## src/rtl/div.sv

```systemverilog
// Iterative 32-bit signed/unsigned divider: restoring shift-subtract, one quotient
// bit per cycle, held result handshake with the EX stage via start_i/ready_o.
module div (
  input  logic        clk,
  input  logic        rst_n,
  input  logic        signed_div_i,
  input  logic [31:0] opdata1_i,
  input  logic [31:0] opdata2_i,
  input  logic        start_i,
  input  logic        annul_i,
  output logic [63:0] result_o,
  output logic        ready_o
);

  typedef enum logic [1:0] {FREE, BYZERO, ON, END} state_t;

  state_t      r_state, w_next;
  logic [5:0]  r_cnt;
  logic [64:0] r_dividend;
  logic [31:0] r_divisor;
  logic        r_neg_quo;
  logic        r_neg_rem;
  logic [63:0] r_result;
  logic        r_ready;

  logic [31:0] w_mag1, w_mag2;
  logic [32:0] w_sub;
  logic [31:0] w_quo, w_rem;
  logic        w_load;

  assign w_mag1 = (signed_div_i && opdata1_i[31]) ? (~opdata1_i + 32'd1) : opdata1_i;
  assign w_mag2 = (signed_div_i && opdata2_i[31]) ? (~opdata2_i + 32'd1) : opdata2_i;
  assign w_load = start_i && !annul_i && (opdata2_i != 32'd0);

  // Trial subtraction; bit 32 set means the divisor does not fit this step.
  assign w_sub = {1'b0, r_dividend[63:32]} - {1'b0, r_divisor};

  assign w_quo = r_neg_quo ? (~r_dividend[31:0] + 32'd1)  : r_dividend[31:0];
  assign w_rem = r_neg_rem ? (~r_dividend[64:33] + 32'd1) : r_dividend[64:33];

  always_ff @(posedge clk) begin
    if (!rst_n) r_state <= FREE;
    else        r_state <= w_next;
  end

  always_comb begin
    w_next = r_state;
    case (r_state)
      FREE: begin
        if (start_i && !annul_i)
          w_next = (opdata2_i == 32'd0) ? BYZERO : ON;
      end
      BYZERO: w_next = END;
      ON: begin
        if (annul_i)               w_next = FREE;
        else if (r_cnt == 6'd32)   w_next = END;
      end
      END: begin
        if (!start_i) w_next = FREE;
      end
      default: w_next = FREE;
    endcase
  end

  always_ff @(posedge clk) begin
    if (!rst_n) begin
      r_cnt      <= 6'd0;
      r_dividend <= 65'd0;
      r_divisor  <= 32'd0;
      r_neg_quo  <= 1'b0;
      r_neg_rem  <= 1'b0;
      r_result   <= 64'd0;
      r_ready    <= 1'b0;
    end else begin
      case (r_state)
        FREE: begin
          r_cnt    <= 6'd0;
          r_result <= 64'd0;
          r_ready  <= 1'b0;
          if (w_load) begin
            // Operands and sign handling are captured here so later input changes are ignored.
            r_dividend <= {32'd0, w_mag1, 1'b0};
            r_divisor  <= w_mag2;
            r_neg_quo  <= signed_div_i && (opdata1_i[31] ^ opdata2_i[31]);
            r_neg_rem  <= signed_div_i && opdata1_i[31];
          end
        end
        BYZERO: begin
          r_result <= 64'd0;
          r_ready  <= 1'b0;
        end
        ON: begin
          if (annul_i) begin
            r_cnt    <= 6'd0;
            r_result <= 64'd0;
            r_ready  <= 1'b0;
          end else if (r_cnt != 6'd32) begin
            if (w_sub[32]) r_dividend <= {r_dividend[63:0], 1'b0};
            else           r_dividend <= {w_sub[31:0], r_dividend[31:0], 1'b1};
            r_cnt <= r_cnt + 6'd1;
          end else begin
            r_result <= {w_rem, w_quo};
          end
        end
        END: begin
          if (start_i) begin
            r_ready <= 1'b1;
          end else begin
            r_ready  <= 1'b0;
            r_result <= 64'd0;
          end
        end
        default: begin
          r_ready  <= 1'b0;
          r_result <= 64'd0;
        end
      endcase
    end
  end

  assign result_o = r_result;
  assign ready_o  = r_ready;

endmodule

```

## config.mk

```make
export PLATFORM = sky130hd
export DESIGN_NAME = div
export DESIGN_NICKNAME = d
export VERILOG_FILES = /design/src/rtl/div.sv
export SDC_FILE = /design/constraint.sdc
export NUM_CORES = 1
export LEC_CHECK = 0
export BUFFER_PORTS_ARGS = -buffer_cell sky130_fd_sc_hd__buf_2
export CAP_MARGIN = 40
export CORE_ASPECT_RATIO = 0.7
export CORE_MARGIN = 2
export CORE_UTILIZATION = 40
export CTS_BUF_LIST = sky130_fd_sc_hd__clkbuf_2
export CTS_CLUSTER_DIAMETER = 50
export DETAILED_ROUTE_END_ITERATION = 7
export PLACE_DENSITY = 0.67
export SYNTH_ARGS = -nofsm -noshare
export SYNTH_HDL_FRONTEND = slang
export SYNTH_SLANG_ARGS = --single-unit
export TNS_END_PERCENT = 5
```

## constraint.sdc

```tcl
create_clock -name clk -period 8.45 [get_ports clk]
set_clock_uncertainty 0.1 [all_clocks]
set_input_delay 1.2675 -clock clk [delete_from_list [all_inputs] [get_ports clk]]
set_output_delay 1.2675 -clock clk [all_outputs]
set_load 0.005 [all_outputs]
```

==> key figures, run 1 <==
Synth
  – Post-synth cell types: 58
  – Flop and latch count out of synthesis: 172
  – Seq/Total Area, Yosys: about a third
  – Synth warnings: 0
  – Post-Syn Nets: ~1500
  – Ys flop type: dfxtp_1
  – Asr flop ratio synth: 0%
  – Cells after Synth: between 1000 and 1500
  – Syn Std Cell Area: approximately 11000 um2
  – EDFF count, synth: 0
  – Mean Syn Cell Area: 7.786 um2

GRT
  – Global Route Usage Sum: between 20 and 25%
  – Grt ovf: 0
  – Vias in the first global route: 8707
  – Largest net degree at the start of global routing: 80
  – Initial antenna violation count: 10
  – First-pass GRT wire length: ~50000 um

Finish
  – Layout Cells excl Fill: 1860
  – Layout cells sized above 1: 12.97%
  – Number of nets in the layout: 1586
  – Most frequent cells in the layout: 185 x nand2_1, 172 x dfxtp_1, 132 x buf_2
  – Fin area: 12180 um2
  – Area grow syn2layout: 12.01%
  – Commonest non-fill, non-tap cell in the layout: nand2_1

Placed design
  – Final Wtd Congestion: ~0.91
  – Post-DP HPWL: roughly 24000 um
  – Placed insts: about 1800
  – Place WS: between 3 and 4 ns
  – Placed inst area: 11870 um2
  – Number of port buffers: 133

Floorplanning
  – Core Area: 26710 um2
  – FP Rows: 50
  – Die W: a little over 200 um
  – Die Y: 142.0 um
  – Initial Utilization: 40.72%
  – Die area: approximately 29000 um2
  – Num ports: ~130

Clocking
  – Clock-pin slew on the worst setup and hold paths: 0.24 ns
  – Htree depth: 4
  – Root buffer cell: clkbuf_2
  – Clock sink count: about 170
  – Hold-fix buffers, CTS: 0
  – Clock Tree Buf Depth: 2
  – Worst skew pair latency: 0.77 ns
  – CTS tree: done
  – CTS buffer count: 17
  – Post-CTS Setup Bufs: 0
  – Post-CTS resize count: 0

Timing
  – Max Slew Vio Count: 0
  – TNS Setup: 0 ns
  – Final Hold Viols: 0
  – Final setup viols: 0
  – Min cycle time layout: 4.087 ns
  – Relative slew slack: about 41%
  – F_max: 0.2447 GHz
  – Least-Margin Pin Slew: ~0.88 ns
  – Worst Setup Slack, final: 4.363 ns
  – Final worst-path cycle share: between 40% and 50%
  – RSZ-0062 raised after global routing: no

Detailed routing
  – Number of detailed-route iterations in the first pass: 5
  – Via count: slightly above 10000
  – Drt drc: 0
  – Initial drt markers: between 900 and 1000
  – Routed vias/inst: roughly 5.4
  – WL per Instance: ~17 um
  – Antenna-violating nets left: 0
  – Final wirelength: approximately 30000 um

Hold path
  – Tightest Hold Check Type: reg2reg
  – Startpoint of the worst hold path: result_o[28]

Worst setup path
  – Worst Path Class, Setup: in2reg
  – Crit. Startpoint: opdata2_i[3]
  – Worst setup SP type: input pin
  – Flop2flop setup slack: ~4.7 ns
  – Worst path required time: ~9 ns
  – Critical Path Fanout Max: 33
  – R2r startpoint: r_dividend[45]
  – Critical Path AT: about 4.7 ns
  – CP endpoint kind: flip-flop

Pwr
  – Pwr Density: 141.8 nW/um2
  – LEAKAGE: 5.211 nW
  – Maximum vdd ir drop: a little over 0.00008 V

Status
  – Status: complete, no violations

Flow run
  – Max-cap violation count: 0
==> where the power goes <==
group / switching [W] / internal [W]
Sequential: 0.0000286 / 0.000838
Combinational: 0.000206 / 0.000136
Clock: 0.000317 / 0.000202
Total: 0.000552 / 0.00118
==> worst max-delay path, cell delays in order <==
cell	delay, ns
buf_2	0.12
or4_1	0.62
nor4_1	0.60
and3_1	0.30
nand2_1	0.13
and2_2	0.25
nor2_2	0.10
buf_4	0.33
and2_1	0.56
buf_8	0.24
nand2_1	0.06
o21ai_0	0.08
==> synthesized netlist by cell type (3+ instances only) <==
cell / n / share of area (%)
inv_1: 48 / 1.7
o211ai_1: 30 / 2.1
nor2_1: 92 / 3.2
or4_1: 15 / 1.0
a21oi_1: 83 / 3.8
buf_2: 5 / 0.23
o21ai_1: 6 / 0.28
o31ai_1: 30 / 2.1
a31oi_1: 7 / 0.40
nor3_1: 16 / 0.74
nand3_1: 33 / 1.5
xnor2_1: 72 / 5.8
nand4b_1: 3 / 0.24
and2_1: 13 / 0.75
ha_1: 39 / 4.5
nand4_1: 6 / 0.35
or4_4: 4 / 0.41
o21ai_0: 116 / 5.3
nor2b_1: 42 / 2.4
a21o_1: 20 / 1.4
o211a_1: 31 / 2.9
or3_1: 14 / 0.81
nor4_1: 12 / 0.69
dfxtp_1: 172 / 32
clkbuf_1: 79 / 2.7
o41ai_1: 15 / 1.2
xor2_1: 74 / 6.0
nand2_1: 185 / 6.4
a22oi_1: 41 / 2.8
a211o_1: 3 / 0.24
o21a_1: 4 / 0.28
a211oi_1: 3 / 0.21
a21boi_0: 26 / 1.8
and3_1: 8 / 0.46
a32oi_1: 8 / 0.64
nand2b_1: 12 / 0.69
==> per-layer routing <==
metal | share of wire [%] | track usage [%] | vias to the layer above
li1 | - | - | 5156
met1 | 58 | 37.85 | 4577
met2 | 33 | 23.95 | 344
met3 | 8.1 | 4.762 | 20
met4 | 0.87 | 4.211 | 4
met5 | 0.087 | 0 | -
==> sequential cells by signal, indices dropped and copies added, names as in the netlist <==
| name | flops |
|---|---|
| r_dividend | 65 |
| result_o | 64 |
| r_divisor | 32 |
| r_cnt | 6 |
| r_state | 2 |
| r_neg_quo | 1 |
| r_neg_rem | 1 |
| ready_o | 1 |
==> metrics by stage <==
step | util (%) | total power (W) | hold WS (ns)
after global placement | 43.95 | 0.001206 | 0.3297
after global routing | 45.59 | 0.001811 | 0.3918
after CTS | 45.53 | 0.001730 | 0.3741
after floorplan | - | 0.001111 | 0.3410
after detailed placement | 44.45 | 0.001215 | 0.3412
final | 45.61 | 0.001727 | 0.3713
==> cell families after synthesis <==
group,after synthesis,synth area share [%]
buffers and inverters,135,4.728
XOR/XNOR,146,11.76
AO/OA/AOI/OAI,439,26.85
adder cells (fa/ha/maj),40,4.670
flip-flops,172,31.66
multiplexers,2,0.1841
AND/OR/NAND/NOR,463,20.15
==> worst paths after layout <==
kind | to | depth (start not counted)
setup / recovery | r_dividend[46] | 12
hold / removal | result_o[28] | 2
setup reg to reg | r_dividend[59] | 12
hold reg to reg | result_o[28] | 2
==> area by class of cell <==
type | count | area, um2
fillers | 2686 | 14530
multi-input cells | 1090 | 6933
flip-flops and latches | 172 | 3443
repair buffers | 148 | 860.8
well taps | 364 | 455.4
clock inverters | 13 | 205.2
inverters | 48 | 180.2
clock buffers | 17 | 85.08
diodes | 8 | 20.02
(Power assumes the default switching activity.)
==> run 2: changes to the inputs <==
ABC_AREA = 1   (was default)
PLACE_DENSITY = 0.66   (was 0.67)
clock period = 3.9 ns   (was 8.45 ns; I/O delays follow)
==> run 2 against run 1 <==
  * Worst hold slack got worse by 0.29 ns
  * Sequential power rose by 120%
  * Count of clock-buffer cells in the layout did not move
  * Cell count rose by 48%
  * First-iteration DRC count rose by 66%
  * Global-route usage rose by 4.3 points
  * Register-to-register slack got worse by 3.8 ns
  * Via count rose by 43%
  * Critical path depth rose by 2
  * Sequential share of layout area fell by 4.6 points
  * Design area rose by 19%
  * Critical endpoint is now r_dividend[54]
  * Highest routed layer is now met4
==> key figures, run 2 <==
Placed design
  – Number of port buffers: 133 (unchanged)
  – Final Wtd Congestion: 0.9394 (+3.4%)
  – Placed insts: 2682 (+47%)
  – Place WS: 1.044 ns (-2.570 ns)
  – Post-DP HPWL: 34250 um (+42%)

Worst setup path
  – R2r startpoint: r_dividend[32]
  – Worst path max stage delay: 0.53 ns (-0.09 ns)
  – Critical Path AT: 3.67 ns (-1.00 ns)
  – Worst path cell trace: inv_1 > ha_1 > fa_1 > o21ai_1 > nand3_1 > nand2_2 > nand2_2 > nand2_2 > nand2_4 > nand2_8 > nand2_4 > o21ai_0 > nand2_1 > a21oi_1
  – Critical R2R Capture: r_dividend[54]
  – Flop2flop setup slack: 0.92 ns (-3.80 ns)
  – Worst setup SP type: flip-flop
  – CP endpoint kind: flip-flop
  – Cell mode on critical path: nand2_2
  – Worst path required time: 4.58 ns (-4.46 ns)
  – Slowest cell on the critical path: dfxtp_1
  – Worst Path Class, Setup: reg2reg
  – Critical Path Fanout Max: 33 (unchanged)
  – R2R cell count: 14 (+2)

Hold path
  – Worst hold path depth: 5 (+3)
  – Startpoint of the worst hold path: opdata1_i[21]
  – Tightest Hold Check Type: in2reg
  – Hold Path End: r_dividend[22]

Flow run
  – Max-cap violation count: 0 (unchanged)

Clocking
  – Htree depth: 4 (unchanged)
  – Clock Tree Buf Depth: 2 (unchanged)
  – Clock sink count: 172 (unchanged)
  – Root buffer cell: clkbuf_2
  – Post-CTS resize count: 0 (unchanged)
  – Worst skew pair latency: 0.85 ns (+0.08 ns)
  – CTS tree: done
  – Clock-pin slew on the worst setup and hold paths: 0.29 ns (+0.05 ns)
  – CTS buffer count: 17 (unchanged)

Pwr
  – Maximum vdd ir drop: 0.0002018 V (+140%)
  – LEAKAGE: 7.166 nW (+38%)
  – Pwr Density: 297.2 nW/um2 (+110%)

Synth
  – Post-synth cell types: 50 (-14%)
  – Top cells by area, synth: dfxtp_1 27%, nand2_1 19%, nand3_1 9.1%
  – Post-synth top area share: 26.63% (-5.0 points)
  – EDFF count, synth: 0 (unchanged)
  – Synth top cells by count: 659 x nand2_1, 288 x inv_1, 234 x nand3_1
  – Mean Syn Cell Area: 5.921 um2 (-24%)
  – Seq/Total Area, Yosys: 26.63% (-5.0 points)
  – Ys flop type: dfxtp_1
  – Asr flop ratio synth: 0% (unchanged)
  – Synth warnings: 0 (unchanged)
  – Cells after Synth: 2184 (+56%)
  – Top-count cell post-synth: nand2_1
  – Post-Syn Nets: 2293 (+52%)
  – Syn Std Cell Area: 12930 um2 (+19%)
  – Flop and latch count out of synthesis: 172 (unchanged)
  – Biggest area consumer among synthesized cells: dfxtp_1

Floorplanning
  – Die Y: 154.4 um (+8.8%)
  – Initial Utilization: 40.32% (-0.39 points)
  – Num ports: 134 (unchanged)
  – Die W: 218.9 um (+8.9%)
  – Die area: 33800 um2 (+18%)
  – FP Rows: 55 (+10%)
  – Core Area: 32070 um2 (+20%)

Detailed routing
  – Initial drt markers: 1618 (+66%)
  – Number of detailed-route iterations in the first pass: 5 (unchanged)
  – Antenna-violating nets left: 0 (unchanged)
  – Drt drc: 0 (unchanged)
  – Final wirelength: 43860 um (+42%)
  – Via count: 14448 (+43%)
  – Routed vias/inst: 5.240 (-3.5%)
  – WL per Instance: 15.91 um (-4.2%)

GRT
  – Largest net degree at the start of global routing: 67 (-16%)
  – Initial antenna violation count: 1 (-9)
  – Global Route Usage Sum: 25.70% (+4.3 points)
  – Grt ovf: 0 (unchanged)
  – Vias in the first global route: 12541 (+44%)
  – First-pass GRT wire length: 68360 um (+40%)

Finish
  – Layout Cells excl Fill: 2757 (+48%)
  – Most frequent cells in the layout: 659 x nand2_1, 288 x inv_1, 234 x nand3_1
  – Area grow syn2layout: 12.31%
  – Layout cells sized above 1: 10.91% (-2.1 points)
  – Number of nets in the layout: 2425 (+53%)
  – Largest register FFs: 65 (unchanged)
  – Largest Register: r_dividend
  – Commonest non-fill, non-tap cell in the layout: nand2_1

Timing
  – Least-Margin Pin Slew: 0.8819 ns (+0.0006423 ns)
  – TNS Setup: 0 ns (unchanged)
  – Worst Setup Slack, final: 0.9151 ns (-3.448 ns)
  – F_max: 0.3350 GHz
  – Final setup viols: 0 (unchanged)
  – Max Slew Vio Count: 0 (unchanged)
  – Final Hold Slack: 0.08586 ns (-0.2854 ns)
  – Final worst-path cycle share: between 70% and 80%
  – RSZ-0062 raised after global routing: no
  – Min cycle time layout: 2.985 ns
  – Relative slew slack: 41.14% (+0.43 points)
  – Final Hold Viols: 0 (unchanged)

Status
  – Status: complete, no violations
run 2: cell types whose count changed after synthesis, sizes merged, moves of 36 or more:
cell    change
nor2      +104
buf        +36
inv       +251
nand2     +491
nand3     +205
a21oi     +140
a22oi      -40
xnor2      -53
clkbuf     -47
nor2b      -42
xor2       -46
run 2: area by class of cell:
cell class / instances / area [um2]
diodes: 1 / 2.502
clock buffers: 17 / 85.08
clock inverters: 15 / 151.4
fillers: 3511 / 17550
inverters: 304 / 1145
multi-input cells: 1632 / 7950
flip-flops and latches: 172 / 3443
well taps: 427 / 534.3
repair buffers: 189 / 1211
run 2: power breakdown:
group,total [W],switching [W],internal (W)
registers,0.00193,0.0000842,0.00184
clock network,0.000991,0.000732,0.000260
logic,0.00140,0.000960,0.000438
run 2: worst max path at each step:
stage,start,to,slack [ns],cells past startpoint
final,r_dividend[32],r_dividend[54],0.92,14
after global routing,r_dividend[32],r_dividend[54],0.72,14
after CTS,r_dividend[32],r_dividend[54],0.97,14
after detailed placement,opdata2_i[0],r_dividend[34],1.04,12
after global placement,opdata2_i[0],r_dividend[55],1.11,12
after floorplan,r_dividend[32],r_dividend[55],1.77,15
run 2: logic make-up after synthesis:
kind of cell | count (synthesis) | synth area share [%]
XOR/XNOR | 47 | 3.183
adder cells (fa/ha/maj) | 40 | 3.928
AND/OR/NAND/NOR | 1193 | 39.84
flip-flops | 172 | 26.63
AO/OA/AOI/OAI | 352 | 14.51
buffers and inverters | 380 | 11.91
run 2: worst max-delay path, delay by kind of cell (launching register included):
family | cells | cell delay (ns)
AND/OR/NAND/NOR | 8 | 1.05
buffers and inverters | 1 | 0.16
adder cells (fa/ha/maj) | 2 | 0.64
flip-flops | 1 | 0.53
AO/OA/AOI/OAI | 3 | 0.41
run 2: repair_timing:
item                      4_1_cts  5_1_grt
hold buffers                   42        0
hold endpoints to repair       41        0
buffers inserted                0        0
run 2: metrics by stage:
stage / cell area, um2 / power, W / utilization (%)
after floorplan: 12930 / 0.002891 / -
final: 14520 / 0.004317 / 45.29
after global placement: 13840 / 0.003252 / 43.14
after CTS: 14520 / 0.004295 / 45.28
after global routing: 14520 / 0.004580 / 45.29
after detailed placement: 13860 / 0.003277 / 43.23
run 2: layer usage:
metal | global-route usage, % | vias to the layer above | share of wire (%) | routed length (um)
li1 | - | 7262 | - | -
met1 | 41.03 | 6602 | 51 | 22430
met2 | 35.37 | 539 | 39 | 17200
met3 | 4.267 | 45 | 8.1 | 3567
met4 | 5.019 | 0 | 1.5 | 663
met5 | 0 | - | 0 | 0
